--- config.mk ---
export PLATFORM = sky130hd
export DESIGN_NAME = axi_mm_fifo_mm2s
export DESIGN_NICKNAME = d
export VERILOG_FILES = /design/src/rtl/axi_mm_fifo_mm2s.sv
export SDC_FILE = /design/constraint.sdc
export NUM_CORES = 1
export LEC_CHECK = 0
export ABC_CLOCK_PERIOD_IN_PS = 3200
export BUFFER_PORTS_ARGS = -buffer_cell sky130_fd_sc_hd__buf_4
export CAP_MARGIN = 40
export CORE_UTILIZATION = 25
export CTS_CLUSTER_SIZE = 10
export DETAILED_ROUTE_END_ITERATION = 6
export GPL_ROUTABILITY_DRIVEN = 0
export SYNTH_ARGS = -nofsm -noshare
export SYNTH_HDL_FRONTEND = slang
export SYNTH_SLANG_ARGS = --single-unit
--- constraint.sdc ---
create_clock -name clk -period 3.2 [get_ports clk]
set_input_delay 0.32 -clock clk [delete_from_list [all_inputs] [get_ports clk]]
set_output_delay 0.32 -clock clk [all_outputs]
set_load 0.02 [all_outputs]
--- src/rtl/axi_mm_fifo_mm2s.sv ---
// Drains DRAM ring blocks (valid mask, last mask, data words) to AXI-Stream; data path adds 0 cycles.
// Backpressure: flagged beats hold rready on tready, unflagged beats are always accepted and dropped.
module axi_mm_fifo_mm2s #(
  parameter int C_WIDTH      = 64,
  parameter int C_START_ADDR = 0,
  parameter int C_END_ADDR   = 134217727,
  localparam int AW          = $clog2(C_END_ADDR + 1)
) (
  input  logic               clk,
  input  logic               rst_n,
  input  logic               enable,
  output logic               busy,
  output logic [AW-1:0]      mem_ptr,
  output logic [AW-1:0]      m_axi_araddr,
  output logic [7:0]         m_axi_arlen,
  output logic               m_axi_arvalid,
  input  logic               m_axi_arready,
  input  logic [C_WIDTH-1:0] m_axi_rdata,
  input  logic [1:0]         m_axi_rresp,
  input  logic               m_axi_rlast,
  input  logic               m_axi_rvalid,
  output logic               m_axi_rready,
  output logic               rresp_err,
  output logic [C_WIDTH-1:0] m_axis_tdata,
  output logic               m_axis_tlast,
  output logic               m_axis_tvalid,
  input  logic               m_axis_tready
);
  localparam int BLK = C_WIDTH * C_WIDTH / 8;
  localparam int LB  = $clog2(BLK);
  localparam int NF  = C_WIDTH - 2;
  localparam int IW  = $clog2(NF);

  localparam logic [AW-1:0] START_A = AW'(C_START_ADDR);
  localparam logic [AW-1:0] END_A   = AW'(C_END_ADDR);
  localparam logic [AW-1:0] BLK_A   = AW'(BLK);
  localparam logic [AW-1:0] DOFS_A  = AW'(2 * (C_WIDTH / 8));

  typedef enum logic [2:0] {
    ST_IDLE, ST_ADDR_H, ST_READ_H, ST_ADDR_D, ST_READ_D
  } state_t;

  state_t        state_q, state_d;
  logic [AW-1:0] mem_ptr_q, mem_ptr_d;
  logic [AW-1:0] araddr_q, araddr_d;
  logic [7:0]    arlen_q, arlen_d;
  logic          arvalid_q, arvalid_d;
  logic          rresp_err_q, rresp_err_d;
  logic [NF-1:0] flags_valid_q, flags_valid_d;
  logic [NF-1:0] flags_last_q, flags_last_d;
  logic [IW-1:0] idx_q, idx_d;

  logic          ar_hs, r_hs, cur_valid, cur_last;
  logic [AW-1:0] ptr_next;

  assign ar_hs     = arvalid_q & m_axi_arready;
  assign r_hs      = m_axi_rvalid & m_axi_rready;
  assign cur_valid = flags_valid_q[idx_q];
  assign cur_last  = flags_last_q[idx_q];
  // The final ring block may not fill the address space, so compare block numbers.
  assign ptr_next  = ((mem_ptr_q >> LB) == (END_A >> LB)) ? START_A : mem_ptr_q + BLK_A;

  assign busy          = (state_q != ST_IDLE);
  assign mem_ptr       = mem_ptr_q;
  assign m_axi_araddr  = araddr_q;
  assign m_axi_arlen   = arlen_q;
  assign m_axi_arvalid = arvalid_q;
  assign rresp_err     = rresp_err_q;

  always_comb begin
    m_axi_rready  = 1'b0;
    m_axis_tvalid = 1'b0;
    m_axis_tdata  = '0;
    m_axis_tlast  = 1'b0;
    case (state_q)
      ST_READ_H: m_axi_rready = 1'b1;
      ST_READ_D: begin
        m_axi_rready  = cur_valid ? m_axis_tready : 1'b1;
        m_axis_tvalid = m_axi_rvalid & cur_valid;
        m_axis_tdata  = m_axi_rdata;
        m_axis_tlast  = cur_last;
      end
      default: ;
    endcase
  end

  always_comb begin
    state_d       = state_q;
    mem_ptr_d     = mem_ptr_q;
    araddr_d      = araddr_q;
    arlen_d       = arlen_q;
    flags_valid_d = flags_valid_q;
    flags_last_d  = flags_last_q;
    idx_d         = idx_q;
    rresp_err_d   = r_hs & (m_axi_rresp != 2'b00);
    case (state_q)
      ST_IDLE: begin
        if (enable) begin
          state_d  = ST_ADDR_H;
          araddr_d = mem_ptr_q;
          arlen_d  = 8'd1;
          idx_d    = '0;
        end
      end
      ST_ADDR_H: if (ar_hs) state_d = ST_READ_H;
      ST_READ_H: begin
        if (r_hs) begin
          if (idx_q == '0) flags_valid_d = m_axi_rdata[NF-1:0];
          else             flags_last_d  = m_axi_rdata[NF-1:0];
          idx_d = idx_q + IW'(1);
          // Follow rlast even if the header burst is short or long.
          if (m_axi_rlast) begin
            idx_d = '0;
            if (flags_valid_d == '0) begin
              state_d   = ST_IDLE;
              mem_ptr_d = ptr_next;
            end else begin
              state_d  = ST_ADDR_D;
              araddr_d = mem_ptr_q | DOFS_A;
              arlen_d  = 8'(C_WIDTH - 3);
            end
          end
        end
      end
      ST_ADDR_D: if (ar_hs) state_d = ST_READ_D;
      ST_READ_D: begin
        if (r_hs) begin
          idx_d = idx_q + IW'(1);
          if (m_axi_rlast) begin
            state_d   = ST_IDLE;
            mem_ptr_d = ptr_next;
            idx_d     = '0;
          end
        end
      end
      default: state_d = ST_IDLE;
    endcase
    arvalid_d = (state_d == ST_ADDR_H) || (state_d == ST_ADDR_D);
  end

  always_ff @(posedge clk or negedge rst_n) begin
    if (!rst_n) begin
      state_q       <= ST_IDLE;
      mem_ptr_q     <= START_A;
      araddr_q      <= '0;
      arlen_q       <= '0;
      arvalid_q     <= 1'b0;
      rresp_err_q   <= 1'b0;
      flags_valid_q <= '0;
      flags_last_q  <= '0;
      idx_q         <= '0;
    end else begin
      state_q       <= state_d;
      mem_ptr_q     <= mem_ptr_d;
      araddr_q      <= araddr_d;
      arlen_q       <= arlen_d;
      arvalid_q     <= arvalid_d;
      rresp_err_q   <= rresp_err_d;
      flags_valid_q <= flags_valid_d;
      flags_last_q  <= flags_last_d;
      idx_q         <= idx_d;
    end
  end
endmodule
* After elaboration in Yosys (flattened, before gate mapping)
Index checks and enable logic that the tools add are counted.
Word-level totals: logic and storage cells 89, input port bits 73, output and inout bits 132, flip-flop bits (word level) 197
Operators by class: $lt $le $gt $ge 1, equality and inequality tests 15, add/sub/neg operators 2, bitwise logic cells 5, multiplexer cells 42, reductions and logical operators 15
Operators with widths (count):
- 27-bit 2-to-1 mux | 10
- 62-bit 2-to-1 mux | 3
- 27-bit one-hot mux with 2 select lines | 2
- 64-bit 2-to-1 mux | 1
- 62-bit logical NOT | 1
- 8-bit 2-to-1 mux | 4
- 27-bit by 10-bit adder with 27-bit output, second input constant | 1
- 3-bit 2-to-1 mux | 7
- 18-bit == test, second input constant | 1
- 6-bit 2-to-1 mux | 3
- 8-bit one-hot mux with 2 select lines | 1
- 3-bit one-hot mux with 5 select lines | 1
- 2-bit != test, second input constant | 7
- 1-bit binary-select mux with 6-bit select | 2
- 6-bit one-hot mux with 2 select lines | 1
- 3-bit by 2-bit == test with 1-bit output, second input constant | 3
- 2-bit nonzero test | 4
- 6-bit by 7-bit < comparator with 1-bit output, second input constant | 1
- 6-bit by 1-bit adder with 6-bit output, second input constant | 1
- 3-bit by 1-bit == test with 1-bit output, second input constant | 2
- 6-bit logical NOT | 1
- 3-bit AND reduction | 2
- 6-bit AND reduction | 1
- 1-bit 2-to-1 mux | 5
- 12 further kinds | 15

* Logic depth before layout (Yosys ltp)
Gate-level depths: netlist (run 1).
depth in word-level cells 14, mapped depth 13, depth with buffers taken out 8

* Least setup slack after synthesis (run 1)
OpenSTA, ideal clock, no wires.
kind reg2out, start point register idx_q[1], end point output m_axis_tlast, stages on the path, launching flop included 8, slack 0.285 ns, path buffers 3, arrival time 2.595 ns, data required time 2.880 ns, cells stage by stage dfrtp_1 > buf_2 > buf_2 > buf_1 > mux4_2 > mux4_2 > mux4_2 > and2_1
Between the ends: cells in the longest elaborated chain, start to end 3
Ends and longest elaborated chain:
- start: declaration | line 51 | logic [IW-1:0] idx_q, idx_d;
- start signal: assignment | line 161 | idx_q <= idx_d;
- 1-bit binary-select mux with 6-bit select | line 59 | assign cur_last = flags_last_q[idx_q];
- 1-bit 2-to-1 mux (implied by the code) | line 59
- 1-bit 2-to-1 mux | line 75 | case (state_q)
- end: declaration | line 25 | output logic m_axis_tlast,
No other way between the ends. The select of a mux whose other input is x is not followed.

* Worst setup path after layout (run 1)
start point register idx_q[0], end point output m_axis_tlast
Same word-level chain as after synthesis.

==> results.sh, run 1 <==
export IMPL_die_w_um=193
export IMPL_wl_per_cell_um=17.9
export IMPL_relSlewSlack_pct=63.8
export IMPL_slowest_stage="mux4_2"
export IMPL_initial_core_util_pct=25.5
export IMPL_crit_fanout=7
export IMPL_pre_cts_ws_ns=0.300
export IMPL_setup_viol=1
export IMPL_setup_ws_ns=-0.00937
export IMPL_critPathLaunchType="register"
export IMPL_synth_flop_cell="dfrtp_1"
export IMPL_async_reset_ff_share_pct=100
export IMPL_power_mw=8.42
export IMPL_yosysTopAreaCellShare_pct=47.4
export IMPL_io_buffers=184
export IMPL_min_period_over_period_pct=100
export IMPL_nNetsFinal=996
export IMPL_clkSinkCount=173
export IMPL_synth_most_common_cell="dfrtp_1"
export IMPL_cts_tree="built"
export IMPL_seq_area_frac_synth_pct=47.4
export IMPL_ys_top_cells_by_count="dfrtp_1 (173), mux2_2 (146), and2_1 (71)"
export IMPL_clk_pin_slew_ns=0.07
export IMPL_hold_path_class="in2reg"
export IMPL_violations="design-rule violations, negative setup slack"
export IMPL_vias_per_cell=4.73
export IMPL_hold_viol_final=0
export IMPL_drt_initial_drc_count=416
export IMPL_cts_made_buffers=17
export IMPL_min_path_cells=2
export IMPL_antenna_found_initial=0
export IMPL_htree_levels=4
export IMPL_yosysWarnings=0
export IMPL_min_to="rresp_err"
export IMPL_fmax_ghz=0.312
export IMPL_required_ns=2.88
export IMPL_dp_hpwl_mm=18.5
export IMPL_tightest_slew_ns=0.543
export IMPL_drc=36
export IMPL_syn_area_mm2=0.00913
export IMPL_final_layout_size_suffix_gt1_share_pct=46.6
export IMPL_dieHeight_um=193
export IMPL_hold_start="m_axi_rresp[0]"
export IMPL_p_per_area_mw_per_mm2=726
export IMPL_clockBufferDepth=2
export IMPL_syn_to_final_growth_pct=27.0
export IMPL_num_vias=6597
export IMPL_synth_area_leaders="dfrtp_1 (47%), mux2_2 (18%), mux4_2 (6.4%)"
export IMPL_peakVddDrop_v=0.000406
export IMPL_drv_cap=0
export IMPL_first_pass_iters=7
export IMPL_timing_rr_end="mem_ptr[12]"
export IMPL_die_area_mm2=0.0373
export IMPL_postRouteAntennaNets=0
export IMPL_rsz0062_at_grt="true"
export IMPL_track_usage_pct=13.5
export IMPL_gr_total_overflow=0
export IMPL_rr_startpoint="idx_q[0]"
export IMPL_status="finished with violations"
export IMPL_skew_ns=0.0125
export IMPL_num_rows=69
export IMPL_grt_pass1_vias=6368
export IMPL_clkLatencyLatePin_ns=0.43
export IMPL_crit_top_cell="mux4_2"
export IMPL_r2r_slack_ns=0.18
export IMPL_ios=205
export IMPL_root_buffer="clkbuf_16"
export IMPL_p_leak_nw=5.19
export IMPL_fin_crit_ns=3.21
export IMPL_maxSlewViolCount=0
export IMPL_path_class="reg2out"
export IMPL_synth_edf_count=0
export IMPL_postSynthAreaPerCell_um2=12.1
export IMPL_worstPathArrival_ns=2.89
export IMPL_max_stage_delay_ns=0.54
export IMPL_reg2reg_depth=9
export IMPL_yosysTopAreaCell="dfrtp_1"
export IMPL_synthDistinctLibCells=52
export IMPL_core_mm2=0.0357
export IMPL_grt_max_degree=91
export IMPL_path_cells="buf_12 > mux4_2 > mux4_2 > mux4_2 > and2_4 > buf_6"
export IMPL_grt_pass1_wl_mm=37.9
export IMPL_endpoint_kind="primary output"
export IMPL_syn_inst=754
export IMPL_drt_wl_total_mm=24.9
export IMPL_ys_seq_elements=173
cell families (layout without fill, tap and decap cells):
logic type | after synthesis | in the layout | synth area share [%]
xor gates and xnor gates | 9 | 9 | 0.864
and+or+nand+nor | 220 | 220 | 13.6
adders and majority gates | 3 | 3 | 0.411
buffers and inverters | 99 | 259 | 6.28
other | 1 | 21 | 0.0411
AOI/OAI and AO/OA | 57 | 57 | 4.73
DFF | 173 | 173 | 47.4
muxes | 192 | 192 | 26.6
metrics by stage:
step | utilization (%) | std cells | cell area, µm² | TNS, ns | hold WS, ns
floorplan | - | 773 | 9200 | 0 | 0.0244
global placement | 30.5 | 1356 | 10900 | 0 | 0.274
detailed placement | 30.5 | 1356 | 10900 | 0 | 0.276
CTS | 32.4 | 1394 | 11600 | -0.0494 | 0.107
global route | 32.4 | 1394 | 11600 | -0.105 | 0.120
finish | 32.4 | 1395 | 11600 | -0.00937 | 0.124
how the worst max path moves through the flow:
stage	start	endpoint	cells after the start
6_report	idx_q[0]	m_axis_tlast	6
4_1_cts	idx_q[0]	m_axis_tlast	6
2_1_floorplan	idx_q[1]	m_axis_tlast	7
3_3_place_gp	idx_q[0]	mem_ptr[16]	9
5_1_grt	idx_q[0]	m_axis_tlast	6
3_5_place_dp	idx_q[0]	mem_ptr[12]	9
metal layers:
layer  global-route usage (%)  share of wire (%)
met1                     19.0                 47
met3                     2.62                5.1
met4                     3.94                1.8
met5                        0                  0
met2                     21.0                 46
repair_timing:
action	4_1_cts	5_1_grt
gates resized for setup	11	1
setup buffers	4	0
hold endpoints to repair	42	0
endpoints found under the setup margin	2	2
pin swaps	0	1
hold buffers	1	0
gates cloned	1	0
power breakdown:
| part | switching [mW] | leakage [nW] | internal [mW] |
|---|---|---|---|
| combinational | 1.23 | 2.72 | 1.55 |
| clock | 0.990 | 0.280 | 1.06 |
| sequential | 0.630 | 2.19 | 2.95 |
| total | 2.85 | 5.19 | 5.57 |
critical path: cells and delay by family, from the launching register on:
kind          cells  cell delay [ns]
buf+inv           2             0.28
mux               3             1.55
flops             1             0.43
simple gates      1             0.19
state kept, by name (all words and copies together), names as in the netlist:
signal,count
idx_q,6
flags_last_q,62
state_q,3
rresp_err,1
m_axi_araddr,18
m_axi_arlen,2
mem_ptr,18
m_axi_arvalid,1
flags_valid_q,62
final cells by class:
cell class / count / area [µm²]
fill: 3597 / 24200
sequential: 173 / 4330
multi-input combinational: 501 / 4330
timing repair buffer: 217 / 1730
tap: 461 / 577
clock buffer: 18 / 439
clock inverter: 14 / 140
inverter: 10 / 37.5
antenna: 1 / 2.50
cell usage in the layout (no fill, tap or decap), types with 4 or more instances in the layout:
| cell | n |
|---|---|
| buf_4 | 208 |
| dfrtp_1 | 171 |
| mux2_2 | 146 |
| and2_1 | 70 |
| nor4_1 | 33 |
| nand2_1 | 27 |
| mux4_2 | 26 |
| mux2i_1 | 20 |
| conb_1 | 20 |
| nor2_1 | 19 |
| clkbuf_16 | 17 |
| nand4_1 | 15 |
| and3_1 | 13 |
| nand3_1 | 12 |
| inv_1 | 10 |
| xnor2_1 | 9 |
| nor3_1 | 7 |
| nor2b_1 | 7 |
| o2111ai_1 | 6 |
| a21oi_1 | 6 |
| o21ai_0 | 6 |
| a22o_1 | 6 |
| inv_8 | 5 |
| buf_12 | 5 |
| a22oi_1 | 4 |
| nand2b_1 | 4 |
| inv_6 | 4 |
(Power assumes the default switching activity.)
==> run 2, diff against run 1 <==
CORE_UTILIZATION = 50   (was 25)
PLACE_DENSITY = 0.75   (was default)
==> results.sh, run 2 (synthesis results as in run 1) <==
export IMPL_status="finished with violations"
export IMPL_violations="negative setup slack"
export IMPL_crit_fanout=18
export IMPL_hold_viol_final=0
export IMPL_first_pass_iters=5
export IMPL_power_frac_seq_pct=42.5
export IMPL_place_area_mm2=0.0106
export IMPL_drt_wl_total_mm=22.0
export IMPL_p_switching_mw=2.68
export IMPL_design_area_mm2=0.0114
export IMPL_endpoint_kind="primary output"
export IMPL_regArea_mm2=0.00433
export IMPL_holdWs_ns=0.130
export IMPL_met3_length_mm=1.26
export IMPL_io_buffers=184
export IMPL_fin_tns_setup_ns=-0.0220
export IMPL_multi_input_area_mm2=0.00433
export IMPL_root_buffer="clkbuf_16"
export IMPL_maxSlewViolCount=0
export IMPL_clkSinkCount=173
export IMPL_clockBufferDepth=2
export IMPL_reg2reg_depth=8
export IMPL_fill_cells=1435
export IMPL_min_path_cells=2
export IMPL_setup_viol=1
export IMPL_dp_hpwl_mm=15.7
export IMPL_relSlewSlack_pct=55.8
export IMPL_num_vias=6687
export IMPL_post_route_util_pct=63.5
export IMPL_tightest_slew_ns=0.662
export IMPL_final_layout_size_suffix_gt1_share_pct=46.4
export IMPL_dr_wl_met2_mm=10.8
export IMPL_ios=205
export IMPL_clk_pin_slew_ns=0.06
export IMPL_largestRegisters="flags_last_q: 62 flops, flags_valid_q: 62 flops"
export IMPL_gr_total_overflow=0
export IMPL_required_ns=2.88
export IMPL_path_class="reg2out"
export IMPL_cts_made_buffers=17
export IMPL_dieHeight_um=137
export IMPL_syn_to_final_growth_pct=24.7
export IMPL_fmax_ghz=0.310
export IMPL_top_layer="met4"
export IMPL_cts_tree="built"
export IMPL_p_per_area_mw_per_mm2=747
export IMPL_internal_power_mw=5.81
export IMPL_initial_core_util_pct=51.0
export IMPL_die_w_um=137
export IMPL_rsz0062_at_grt="true"
export IMPL_nNetsFinal=995
export IMPL_num_rows=49
export IMPL_p_sw_share_pct=31.6
export IMPL_drc=0
export IMPL_hold_path_class="in2reg"
export IMPL_htree_levels=4
export IMPL_num_antenna_cells=0
export IMPL_grt_pass1_wl_mm=35.0
export IMPL_setup_ws_ns=-0.0220
export IMPL_drv_cap=0
export IMPL_clkLatencyLatePin_ns=0.43
export IMPL_grt_max_degree=92
export IMPL_antenna_found_initial=0
export IMPL_final_cell_mix="buf_4 (201), dfrtp_1 (171), mux2_2 (146)"
export IMPL_wl_met1_mm=9.40
export IMPL_p_leak_nw=5.21
export IMPL_grt_pass1_vias=6441
export IMPL_drt_initial_drc_count=446
export IMPL_p_clk_share_pct=24.7
export IMPL_final_common_cell="buf_4"
export IMPL_critPathLaunchType="register"
export IMPL_track_usage_pct=24.8
export IMPL_combPwrFrac_pct=32.8
export IMPL_fin_crit_ns=3.22
export IMPL_peakVddDrop_v=0.000475
export IMPL_postRouteAntennaNets=0
export IMPL_core_mm2=0.0179
export IMPL_die_area_mm2=0.0188
export IMPL_wl_per_cell_um=19.0
export IMPL_skew_ns=0.00903
export IMPL_worstPathArrival_ns=2.90
export IMPL_min_period_over_period_pct=101
export IMPL_vias_per_cell=5.77
run 2: cell count changes in the layout (fill, tap and decap cells not counted), moves of 2 or more:
cell,change
inv_6,-4
inv_8,-5
buf_12,+3
bufinv_16,+3
buf_4,-7
clkinv_4,+2
run 2: through the flow:
step | total power, mW | std cells | setup slack [ns]
detailed placement | 6.28 | 1122 | 0.265
global route | 8.94 | 1158 | -0.0920
global placement | 6.18 | 1121 | 0.281
floorplan | 5.39 | 773 | 0.285
CTS | 8.48 | 1155 | -0.0363
finish | 8.50 | 1158 | -0.0220
run 2: layer usage:
metal  global-route usage (%)  vias up
li1                         -     3027
met1                     33.3     3370
met5                        0        -
met4                     8.97        0
met3                     4.63       36
met2                     40.2      254
run 2: repair_timing:
item,in CTS,in global routing
hold buffers,1,0
gates cloned,1,0
endpoints found under the setup margin,2,2
hold endpoints to repair,93,0
gates resized for setup,10,2
setup buffers,2,3
pin swaps,0,1
run 2: cell type report:
| class | count | share of cell area (%) |
|---|---|---|
| Timing Repair Buffer | 216 | 15.7 |
| Inverter | 10 | 0.330 |
| Clock buffer | 20 | 4.01 |
| Sequential cell | 173 | 38.1 |
| Clock inverter | 9 | 1.23 |
| Multi-Input combinational cell | 501 | 38.1 |
| Tap cell | 229 | 2.52 |
run 2: final timing paths:
kind                                     to               from  slack, ns
max                            m_axis_tlast           idx_q[1]      -0.02
min                               rresp_err     m_axi_rresp[0]       0.13
max reg2reg                m_axi_araddr[26]  flags_valid_q[22]       0.22
min reg2reg                  m_axi_arlen[0]     m_axi_arlen[0]       0.47
max in group asynchronous       mem_ptr[18]              rst_n       2.02
min in group asynchronous  m_axi_araddr[23]              rst_n       0.24
run 2: worst max-delay path, cell delays in order (launching register included):
cell     delay [ns]
dfrtp_4        0.62
buf_4          0.22
mux4_2         0.30
mux4_2         0.50
mux4_2         0.52
and2_4         0.18
buf_6          0.12
run 2: power by group through the flow:
stage	logic, mW	registers [mW]	clock network (mW)
3_5_place_dp	2.65	3.62	0
4_1_cts	2.75	3.60	2.13
5_1_grt	3.02	3.70	2.23
2_1_floorplan	2.04	3.35	0
3_3_place_gp	2.58	3.60	0
6_report	2.79	3.61	2.10
==> run 3, diff against run 2 <==
RECOVER_POWER = 25   (was default)
==> results.sh, run 3 (synthesis results as in run 1) <==
export IMPL_status="finished with violations"
export IMPL_violations="negative setup slack"
export IMPL_fmax_ghz=0.310
export IMPL_maxSlewViolCount=0
export IMPL_track_usage_pct=24.8
export IMPL_setup_viol=1
export IMPL_skew_ns=0.00881
export IMPL_drt_wl_total_mm=22.0
export IMPL_largestRegisters="flags_last_q: 62 flops, flags_valid_q: 62 flops"
export IMPL_wl_per_cell_um=19.0
export IMPL_clkLatencyLatePin_ns=0.43
export IMPL_dp_hpwl_mm=15.7
export IMPL_min_period_over_period_pct=101
export IMPL_reg2reg_depth=8
export IMPL_initial_core_util_pct=51.0
export IMPL_drv_cap=0
export IMPL_rsz0062_at_grt="true"
export IMPL_vias_per_cell=5.77
export IMPL_dieHeight_um=137
export IMPL_final_layout_size_suffix_gt1_share_pct=46.3
export IMPL_die_area_mm2=0.0188
export IMPL_num_rows=49
export IMPL_num_antenna_cells=0
export IMPL_ios=205
export IMPL_drc=0
export IMPL_grt_pass1_wl_mm=35.0
export IMPL_min_path_cells=2
export IMPL_grt_pass1_vias=6441
export IMPL_hold_path_class="in2reg"
export IMPL_worstPathArrival_ns=2.90
export IMPL_clkSinkCount=173
export IMPL_io_buffers=184
export IMPL_hold_viol_final=0
export IMPL_first_pass_iters=5
export IMPL_clockBufferDepth=2
export IMPL_cts_tree="built"
export IMPL_core_mm2=0.0179
export IMPL_antenna_found_initial=0
export IMPL_required_ns=2.88
export IMPL_path_class="reg2out"
export IMPL_clk_pin_slew_ns=0.07
export IMPL_gr_total_overflow=0
export IMPL_setup_ws_ns=-0.0222
export IMPL_pre_cts_ws_ns=0.265
export IMPL_holdWs_ns=0.130
export IMPL_fill_cells=1437
export IMPL_p_leak_nw=5.20
export IMPL_cts_made_buffers=17
export IMPL_root_buffer="clkbuf_16"
export IMPL_endpoint_kind="primary output"
export IMPL_postRouteAntennaNets=0
export IMPL_peakVddDrop_v=0.000475
export IMPL_die_w_um=137
export IMPL_final_cell_mix="buf_4 (201), dfrtp_1 (171), mux2_2 (146)"
export IMPL_critPathLaunchType="register"
export IMPL_htree_levels=4
export IMPL_syn_to_final_growth_pct=24.4
export IMPL_nNetsFinal=995
export IMPL_num_vias=6684
export IMPL_tightest_slew_ns=1.38
export IMPL_relSlewSlack_pct=7.84
export IMPL_final_common_cell="buf_4"
export IMPL_crit_fanout=5
export IMPL_grt_max_degree=92
export IMPL_p_per_area_mw_per_mm2=748
export IMPL_drt_initial_drc_count=446
export IMPL_fin_crit_ns=3.22
export IMPL_post_route_util_pct=63.4
## run 3: cell types whose count changed in the layout (fill, tap and decap cells not counted)
| cell | previous run | this run |
|---|---|---|
| clkbuf_2 | 0 | 1 |
| buf_6 | 3 | 2 |
| buf_12 | 8 | 7 |
| clkbuf_1 | 1 | 2 |
## run 3: cell type report
type,instances,area (µm²),area share [%]
Clock buffer,20,457,4.02
Sequential cell,173,4330,38.2
Tap cell,229,287,2.52
Timing Repair Buffer,216,1770,15.6
Clock inverter,9,140,1.23
Inverter,10,37.5,0.331
Multi-Input combinational cell,501,4330,38.2
## run 3: where the power goes
part	switching, mW	internal [mW]
Combinational	1.19	1.59
Sequential	0.657	2.96
Clock	0.836	1.26
## run 3: worst paths after layout
check                                  startpoint               end  slack (ns)
worst max register to register  flags_valid_q[22]  m_axi_araddr[26]        0.23
worst max-delay path                     idx_q[0]      m_axis_tlast       -0.02
max in group asynchronous                   rst_n  flags_last_q[20]        0.78
worst min-delay path               m_axi_rresp[0]         rresp_err        0.13
worst min register to register     m_axi_arlen[0]    m_axi_arlen[0]        0.47
min in group asynchronous                   rst_n  m_axi_araddr[23]        0.33
## run 3: metrics by stage
step	power, mW	std cells	setup TNS (ns)	area, µm²
after floorplan	5.39	773	0	9200
after global placement	6.18	1121	0	10600
after detailed placement	6.28	1122	0	10600
after CTS	8.48	1155	-0.0363	11300
after global routing	8.94	1158	-0.117	11400
final	8.49	1158	-0.0222	11400
## run 3: worst max-delay path: stages, from the launching register on
cell	delay [ns]
dfrtp_2	0.42
buf_12	0.14
buf_8	0.12
mux4_2	0.49
mux4_2	0.49
mux4_2	0.50
and2_4	0.18
buf_6	0.12
## run 3: repair_timing
item,in CTS,in global routing
hold buffers,1,0
pin swaps,0,1
setup buffers,2,3
hold endpoints to repair,93,0
cloned,1,0
gates resized for setup,10,2
endpoints found under the setup margin,2,2
## run 3: layer usage
layer	GRT usage, %	part of all wire [%]	vias up
met1	33.3	43	3359
met2	40.2	49	260
li1	-	-	3027
met5	0	0	-
met4	8.97	2.5	0
met3	4.63	6.1	38
